**src/rtl/rgb_seq_pkg.sv**
```systemverilog
// Shared types and constants for the RGB LED sequencer.
package rgb_seq_pkg;

  // Sequencer states
  typedef enum logic [1:0] {
    IDLE  = 2'd0,
    RUN   = 2'd1,
    DRAIN = 2'd2
  } state_e;

  // Channel positions on rgb_pwm (bit0=R, bit1=G, bit2=B)
  localparam int CH_R = 0;
  localparam int CH_G = 1;
  localparam int CH_B = 2;

  // PWM period length in cycles for a given duty width: 2^bits - 1
  function automatic int unsigned pwm_max(input int unsigned bits);
    return (32'd1 << bits) - 32'd1;
  endfunction

endpackage

```
**src/rtl/rgb_pwm_channel.sv**
```systemverilog
// One PWM channel: holds the active duty, compares it against the shared
// timebase and registers the result so the pin never glitches.
module rgb_pwm_channel #(
  parameter int PWM_BITS = 8
) (
  input  logic                clk,
  input  logic                rst_n,
  input  logic                load_i,
  input  logic [PWM_BITS-1:0] duty_i,
  input  logic [PWM_BITS-1:0] cnt_i,
  input  logic                active_i,
  output logic                pwm_o
);

  logic [PWM_BITS-1:0] duty_q;
  logic                pwm_q;

  // Duty register: only reloaded when the sequencer allows (IDLE or period end)
  always_ff @(posedge clk or negedge rst_n) begin
    if (!rst_n) begin
      duty_q <= '0;
    end else if (load_i) begin
      duty_q <= duty_i;
    end
  end

  // Registered compare: high while the timebase is below the duty
  always_ff @(posedge clk or negedge rst_n) begin
    if (!rst_n) begin
      pwm_q <= 1'b0;
    end else begin
      pwm_q <= active_i && (cnt_i < duty_q);
    end
  end

  assign pwm_o = pwm_q;

endmodule

```
**src/rtl/rgb_seq_ctrl.sv**
```systemverilog
// RGB LED sequencer: steps a programmable colour/hold table, owns the PWM
// timebase and drives the SB_RGBA_DRV PWM and enable inputs.
module rgb_seq_ctrl
  import rgb_seq_pkg::*;
#(
  parameter int PWM_BITS  = 8,
  parameter int HOLD_BITS = 16,
  parameter int NUM_STEPS = 4
) (
  input  logic                         clk,
  input  logic                         rst_n,
  input  logic                         en,
  input  logic                         cfg_valid,
  output logic                         cfg_ready,
  input  logic [$clog2(NUM_STEPS)-1:0] cfg_idx,
  input  logic [3*PWM_BITS-1:0]        cfg_rgb,
  input  logic [HOLD_BITS-1:0]         cfg_hold,
  output logic [2:0]                   rgb_pwm,
  output logic                         led_en,
  output logic                         curr_en,
  output logic [$clog2(NUM_STEPS)-1:0] step_idx,
  output logic                         step_tick
);

  localparam int IDX_BITS = $clog2(NUM_STEPS);
  localparam logic [PWM_BITS-1:0] CNT_LAST = PWM_BITS'(pwm_max(PWM_BITS) - 32'd1);

  state_e                state_q, state_d;
  logic [PWM_BITS-1:0]   pwm_cnt_q, pwm_cnt_d;
  logic [HOLD_BITS-1:0]  hold_q, hold_d;
  logic [IDX_BITS-1:0]   step_idx_q, step_idx_d, idx_inc_s;
  logic [3*PWM_BITS-1:0] tab_rgb_q [NUM_STEPS];
  logic [3*PWM_BITS-1:0] tab_rgb_d [NUM_STEPS];
  logic [HOLD_BITS-1:0]  tab_hold_q [NUM_STEPS];
  logic [HOLD_BITS-1:0]  tab_hold_d [NUM_STEPS];
  logic                  cfg_ready_q, cfg_ready_d;
  logic                  led_en_q, step_tick_q;
  logic                  active_s, period_end_s, advance_s, load_s;
  logic [3*PWM_BITS-1:0] duty_next_s;

  assign active_s     = (state_q != IDLE);
  assign period_end_s = active_s && (pwm_cnt_q == CNT_LAST);
  assign idx_inc_s    = step_idx_q + 1'b1;

  // Next-state logic of the sequencer FSM
  always_comb begin
    state_d = state_q;
    case (state_q)
      IDLE:    if (en) state_d = RUN;   else state_d = IDLE;
      RUN:     if (!en) state_d = DRAIN; else state_d = RUN;
      DRAIN: begin
        if (en)                state_d = RUN;
        else if (period_end_s) state_d = IDLE;
        else                   state_d = DRAIN;
      end
      default: state_d = IDLE;
    endcase
  end

  // Table write port; cfg_ready is low on period ends so writes never race a reload
  always_comb begin
    tab_rgb_d  = tab_rgb_q;
    tab_hold_d = tab_hold_q;
    if (cfg_valid && cfg_ready_q) begin
      tab_rgb_d[cfg_idx]  = cfg_rgb;
      tab_hold_d[cfg_idx] = cfg_hold;
    end else begin
      tab_rgb_d  = tab_rgb_q;
      tab_hold_d = tab_hold_q;
    end
  end

  // Timebase, hold counter and step advance; hold 0 behaves like hold 1
  always_comb begin
    pwm_cnt_d  = pwm_cnt_q;
    step_idx_d = step_idx_q;
    hold_d     = hold_q;
    load_s     = 1'b0;
    advance_s  = 1'b0;
    if ((state_d == IDLE) || (state_q == IDLE)) begin
      pwm_cnt_d  = '0;
      step_idx_d = '0;
      hold_d     = tab_hold_d[0];
      load_s     = 1'b1;
    end else if (period_end_s) begin
      pwm_cnt_d = '0;
      load_s    = 1'b1;
      if (hold_q <= HOLD_BITS'(1)) begin
        advance_s  = 1'b1;
        step_idx_d = idx_inc_s;
        hold_d     = tab_hold_d[idx_inc_s];
      end else begin
        hold_d = hold_q - HOLD_BITS'(1);
      end
    end else begin
      pwm_cnt_d = pwm_cnt_q + 1'b1;
    end
    cfg_ready_d = !((state_d != IDLE) && (pwm_cnt_d == CNT_LAST));
  end

  assign duty_next_s = tab_rgb_d[step_idx_d];

  // Sequencer state, counters, table and registered strobes
  always_ff @(posedge clk or negedge rst_n) begin
    if (!rst_n) begin
      state_q     <= IDLE;
      pwm_cnt_q   <= '0;
      hold_q      <= '0;
      step_idx_q  <= '0;
      cfg_ready_q <= 1'b1;
      led_en_q    <= 1'b0;
      step_tick_q <= 1'b0;
      for (int i = 0; i < NUM_STEPS; i++) begin
        tab_rgb_q[i]  <= '0;
        tab_hold_q[i] <= '0;
      end
    end else begin
      state_q     <= state_d;
      pwm_cnt_q   <= pwm_cnt_d;
      hold_q      <= hold_d;
      step_idx_q  <= step_idx_d;
      cfg_ready_q <= cfg_ready_d;
      led_en_q    <= (state_d != IDLE);
      step_tick_q <= advance_s;
      tab_rgb_q   <= tab_rgb_d;
      tab_hold_q  <= tab_hold_d;
    end
  end

  // Three PWM channels; R takes the MSB duty field
  for (genvar c = CH_R; c <= CH_B; c++) begin : g_ch
    rgb_pwm_channel #(.PWM_BITS(PWM_BITS)) u_ch (
      .clk      (clk),
      .rst_n    (rst_n),
      .load_i   (load_s),
      .duty_i   (duty_next_s[(2-c)*PWM_BITS +: PWM_BITS]),
      .cnt_i    (pwm_cnt_q),
      .active_i (active_s),
      .pwm_o    (rgb_pwm[c])
    );
  end

  assign cfg_ready = cfg_ready_q;
  assign led_en    = led_en_q;
  assign curr_en   = led_en_q;
  assign step_idx  = step_idx_q;
  assign step_tick = step_tick_q;

endmodule

```
**config.mk**
```make
export PLATFORM = sky130hd
export DESIGN_NAME = rgb_seq_ctrl
export DESIGN_NICKNAME = d
export VERILOG_FILES = /design/src/rtl/rgb_seq_pkg.sv /design/src/rtl/rgb_pwm_channel.sv /design/src/rtl/rgb_seq_ctrl.sv
export SDC_FILE = /design/constraint.sdc
export NUM_CORES = 1
export LEC_CHECK = 0
export ABC_CLOCK_PERIOD_IN_PS = 6150
export BUFFER_PORTS_ARGS = -buffer_cell sky130_fd_sc_hd__buf_2
export CORE_MARGIN = 1
export CORE_UTILIZATION = 50
export DETAILED_ROUTE_END_ITERATION = 8
export GPL_TIMING_DRIVEN = 1
export PLACE_DENSITY = 0.77
export SLEW_MARGIN = 20
export SYNTH_ARGS = -nofsm -noshare
export SYNTH_HDL_FRONTEND = slang
export SYNTH_HIERARCHICAL = 1
export SYNTH_SLANG_ARGS = --single-unit
```
**constraint.sdc**
```tcl
create_clock -name clk -period 6.15 [get_ports clk]
set_input_delay 1.23 -clock clk [delete_from_list [all_inputs] [get_ports clk]]
set_output_delay 1.23 -clock clk [all_outputs]
set_load 0.01 [all_outputs]
```
* Yosys cells after proc, flatten, opt, wreduce, memory -nomap -nowiden
Cells that the tools add are included.
** Operators by class
- $lt $le $gt $ge :: 8
- Reduce and logical (&&, ||, !) cells :: 14
- Add/sub/neg operators :: 3
- Equality and inequality tests :: 4
- Muxes and demuxes :: 32
- Bitwise gates (word level) :: 3
** Operators by type and width (count)
- $bwmux W96 :: 1
- $mux W16 :: 6
- $mux W96 :: 1
- $mux W24 :: 3
- $bwmux W64 :: 1
- $mux W64 :: 1
- $bmux W24 S2 :: 1
- $demux W24 S2 :: 1
- $bmux W16 S2 :: 1
- $demux W16 S2 :: 1
- $lt A8 B8 Y1 :: 3
- $eq A8 B8 Y1 const B :: 2
- $le A16 B1 Y1 const B :: 1
- $mux W8 :: 2
- $sub A16 B1 Y16 const B :: 1
- $mux W2 :: 6
- $ge A3 B3 Y1 const B :: 3
- $not A2 Y3 :: 3
- $add A8 B1 Y8 const B :: 1
- $logic_and A1 B1 Y1 :: 7
- $mux W1 :: 6
- $pmux W2 S3 :: 1
- $reduce_bool A2 Y1 :: 3
- $logic_not A2 Y1 :: 2
- other kinds (6) :: 6
** Storage, ports and cells
- Flip-flop bits (word level) :: 218
- Logic and storage cells :: 85

* Depth between registers and ports, before layout
- Depth after elaboration :: 13
- Gate-level depth with buffers :: 13
- Gate-level depth less buffers :: 10

* Cells and area by module
The synthesis kept the hierarchy.
** Modules (own cells, without submodules)
- rgb_seq_ctrl :: instances 1, cells an instance 1047, area an instance 10136.0 µm², seq. area each 4780.8 µm²
- rgb_pwm_channel :: instances 3, cells an instance 51, area an instance 489.2 µm², seq. area each 225.2 µm²

* Worst setup path after synthesis
OpenSTA, ideal clock, no wires.
- Kind :: input -> register
- Start :: input port cfg_idx[1]
- End :: register g_ch[0].u_ch.duty_q[0]
- Setup time :: 0.125 ns
- Cell stages on the path :: 9
- Slack :: 3.148 ns
- Arrival :: 2.877 ns
- Required time :: 6.025 ns
- Cells stage by stage :: buf_4 > nand4b_4 > buf_2 > mux2_2 > or2_0 > a21oi_1 > o31ai_1 > o2bb2ai_1 > mux2_2
** RTL lines
- from (decl) :: RTL line rgb_seq_ctrl.sv:15 : input logic [$clog2(NUM_STEPS)-1:0] cfg_idx,
- to (signal assigned) :: RTL line rgb_pwm_channel.sv:23 : duty_q <= duty_i;
- to (decl) :: RTL line rgb_pwm_channel.sv:15 : logic [PWM_BITS-1:0] duty_q;

==> metrics.log <==
[metrics] outcome: complete, no violations
[metrics] buffers inserted during post-CTS setup optimization: 0
[metrics] Layout area overhead: 9.72%
[metrics] Starting Density: 51.1%
[metrics] DRC: 0
[metrics] Bufs on Longest Clock Path: 3
[metrics] Final Instance Count excl. Fillers: between 1500 and 2000
[metrics] required arrival time at the worst endpoint: ~6.6 ns
[metrics] Synth top area share: between 40% and 50%
[metrics] most used standard cells in the synthesized netlist: 277 x sky130_fd_sc_hd__nand2_1, 217 x sky130_fd_sc_hd__dfrtp_1, 81 x sky130_fd_sc_hd__mux2_2
[metrics] ratio of total power to cell area: roughly 310 nW/um^2
[metrics] Max Fclk: roughly 300 MHz
[metrics] CP cell instances: buf_2 > and3_1 > nand2_2 > buf_4 > mux2_1 > mux4_2 > a21bo_1
[metrics] HPWL after detailed placement: between 15000 and 20000 um
[metrics] post-detailed-route via-to-cell ratio: 6.02
[metrics] Resized cells post-CTS: 0
[metrics] static leakage: slightly above 6 nW
[metrics] initial detailed-routing violation count: roughly 1000
[metrics] nets in the synthesized netlist: 1271
[metrics] worst rel slew slack: ~26%
[metrics] number of flops mapped to enable cells by yosys: 0
[metrics] Global Route met2 Usage: between 40 and 50%
[metrics] kind of end point of the critical path: flip-flop
[metrics] number of H-tree levels: 1
[metrics] number of antenna violations at the first check in global routing: 0
[metrics] type of the tightest min-delay check: reg2reg
[metrics] wire length of the first global-routing pass: 48300 um
[metrics] number of placed I/O pins: between 50 and 60
[metrics] remaining number of nets flagged by the antenna check after routing: 0
[metrics] delay-heaviest family, CP: simple AND/OR/NAND/NOR gates
[metrics] FFs w/ async S/R, synth: 100%
[metrics] synthesized area: 11600 sq um
[metrics] number of storage elements in the synthesis netlist: 218
[metrics] final weighted congestion of routability-driven global placement: between 0.8 and 0.9
[metrics] Clock Sink Count: around 220
[metrics] area of the multi-input gates: ~5600 sq um
[metrics] final routed wire length divided by cell count: ~20 um
[metrics] number of standard-cell rows in the floorplan: 55
[metrics] hold bufs inserted after CTS: 0
[metrics] crit path time final: between 3 and 4 ns
[metrics] setup-violating endpoint count in the final report: 0
[metrics] cell type contributing the most total cell area after synthesis: sky130_fd_sc_hd__dfrtp_1
[metrics] Diodes inserted: 0
[metrics] worst-margin pin slew: about 1.1 ns
[metrics] count of distinct cell types in the synthesized netlist: 80
[metrics] final hold violations: 0
[metrics] dominant cell by count in the synthesized netlist: sky130_fd_sc_hd__nand2_1
[metrics] critical path class: in2reg
[metrics] number of cells after detailed placement: 1478
[metrics] total global routing track utilization: between 20% and 30%
[metrics] Data arrival, critical path: 3.75 ns
[metrics] final sum of negative setup slack: 0 ns
[metrics] Clock Skews: around 0.015 ns
[metrics] startpoint type of the worst setup path: input port
[metrics] wirelength, routed: 29800 um
[metrics] CP max stage cell: sky130_fd_sc_hd__and3_1
[metrics] period utilization: around 54%
[metrics] root buffer cell: sky130_fd_sc_hd__clkbuf_16
[metrics] DIE HEIGHT: around 150 um
[metrics] top area cells in the synthesized netlist: sky130_fd_sc_hd__dfrtp_1 47%, sky130_fd_sc_hd__nand2_1 9.0%, sky130_fd_sc_hd__mux2_2 7.9%
[metrics] clock tree from TritonCTS: yes
[metrics] commonest register cell after synthesis: sky130_fd_sc_hd__dfrtp_1
[metrics] crit-path max FO: 24
[metrics] vias after detailed routing: between 9000 and 10000
[metrics] routing layer with the top usage in global route: met2
[metrics] sequential cell area in the final layout: approximately 5500 sq um
[metrics] worst ir drop on vdd: around 0.00025 V
[metrics] Syn Inst Count: 1200
[metrics] mean instance size in the synthesized netlist: between 9 and 10 sq um
[metrics] max capacitance violation total: 0
[metrics] pin count of the biggest net entering global routing: ~120
[metrics] number of iterations in the first detailed-routing pass: 6
[metrics] Placeable Area: roughly 23000 sq um
[metrics] met3 Resource Use GR: approximately 4.1%
[metrics] number of buffers created by CTS: 24
[metrics] number of global-route vias before repair: 9138
[metrics] unrepaired setup endpoints after global routing: false
[metrics] number of port buffers: 54
[metrics] number of filler cells placed in the layout: ~1900
[metrics] die area: 23800 sq um
[metrics] number of nets in the layout: 1290
[metrics] Worst-Skew Late Latency: roughly 0.53 ns
[metrics] register clock-pin slew on the reported worst setup and hold paths: 0.06 ns
[metrics] crit path buf inv count: 2
[metrics] stage delay of the slowest cell on the critical path: about 0.48 ns
[metrics] Yosys warnings: 6
[metrics] total gr overflow: 0
[metrics] Die Width: about 150 um
[metrics] share of final-layout standard cells stronger than drive strength 1: roughly a fifth
[metrics] Seq/Total Area, Yosys: a little under half
[metrics] met1 demand-to-capacity share in global routing: 35.4%
[metrics] Final Max Slew Viols: 0
cell usage in the layout, fill, tap and decap left out, drive strengths merged, types with 8 or more instances in the layout:
| cell | netlist | final |
|---|---|---|
| buf | 42 | 72 |
| a221oi | 8 | 8 |
| o31ai | 31 | 31 |
| inv | 39 | 39 |
| nand2 | 278 | 278 |
| nor2b | 12 | 12 |
| ha | 25 | 25 |
| xor2 | 15 | 15 |
| clkbuf | 37 | 33 |
| o21ai | 55 | 55 |
| dfrtp | 217 | 217 |
| or2 | 28 | 28 |
| mux2 | 86 | 86 |
| a211oi | 12 | 12 |
| nor3 | 10 | 10 |
| mux2i | 33 | 33 |
| clkinv | 0 | 9 |
| nor2 | 43 | 43 |
| o2bb2ai | 24 | 24 |
| a21oi | 69 | 69 |
| nand3 | 46 | 46 |
worst register-to-register path, cell delays in order (launching register included):
cell and delay, ns:
sky130_fd_sc_hd__dfrtp_1 0.55, sky130_fd_sc_hd__ha_1 0.22, sky130_fd_sc_hd__nand3_1 0.20, sky130_fd_sc_hd__o41a_1 0.68, sky130_fd_sc_hd__nand2_1 0.17, sky130_fd_sc_hd__mux2_4 0.67
sky130_fd_sc_hd__mux2i_1 0.32, sky130_fd_sc_hd__o2bb2ai_1 0.10, sky130_fd_sc_hd__mux2_2 0.27
per-layer routing:
layer / part of all wire (%) / routed length [um] / vias up
li1: - / - / 4234
met2: 46 / 13600 / 364
met1: 44 / 13100 / 4481
met3: 7.5 / 2240 / 75
met4: 3.0 / 896 / 0
met5: 0 / 0 / -
flip-flops by register name, indices dropped and copies added, names as in the netlist:
signal,flops
state_q,2
g_ch.u_ch/pwm_o,3
curr_en,1
hold_q,16
tab_rgb_q,96
tab_hold_q,64
step_tick,1
step_idx,2
cfg_ready,1
pwm_cnt_q,8
g_ch.u_ch/duty_q,24
kinds of logic (layout without fill, tap and decap cells):
group	Yosys count	in the layout	share of synthesized area [%]
multiplexers	122	122	11.8
adder cells (fa/ha/maj)	25	25	2.70
XOR/XNOR	19	19	1.43
AO/OA/AOI/OAI	247	247	14.2
AND/OR/NAND/NOR	451	451	18.1
flip-flops	218	218	47.0
buffers and inverters	118	154	4.77
report_power, final:
group	total (mW)	internal (mW)	switching (mW)	leakage, nW
logic	0.791	0.338	0.453	3.06
clock network	1.37	0.788	0.581	0.377
registers	1.84	1.70	0.140	2.67
layout make-up:
class	instances	area share, %
clock buffers	33	5.46
inverters	39	1.15
multi-input cells	864	44.0
clock inverters	10	0.413
well taps	285	2.80
flip-flops and latches	218	42.9
repair buffers	72	3.29
metrics by stage:
step,total power [mW],hold slack (ns),area (sq um),setup WS [ns],util [%]
2_1_floorplan,2.39,0.437,11600,3.15,-
3_5_place_dp,2.63,0.458,12000,2.30,52.8
3_3_place_gp,2.59,0.451,12000,2.25,52.7
6_report,4.00,0.468,12700,2.82,56.1
5_1_grt,4.19,0.486,12700,2.65,56.1
4_1_cts,4.00,0.473,12700,2.85,56.1
final timing paths:
check / start / to / slack, ns / cells after the start
worst max-delay path: cfg_valid / hold_q[13] / 2.82 / 7
worst min register to register: tab_rgb_q[77] / tab_rgb_q[77] / 0.47 / 2
max in group asynchronous: rst_n / step_idx[1] / 4.13 / 2
min in group asynchronous: rst_n / tab_rgb_q[5] / 0.78 / 1
worst min-delay path: tab_rgb_q[77] / tab_rgb_q[77] / 0.47 / 2
worst max register to register: pwm_cnt_q[1] / g_ch[1].u_ch/duty_q[0] / 2.85 / 8
No activity file was read; power rests on OpenSTA's default activity.
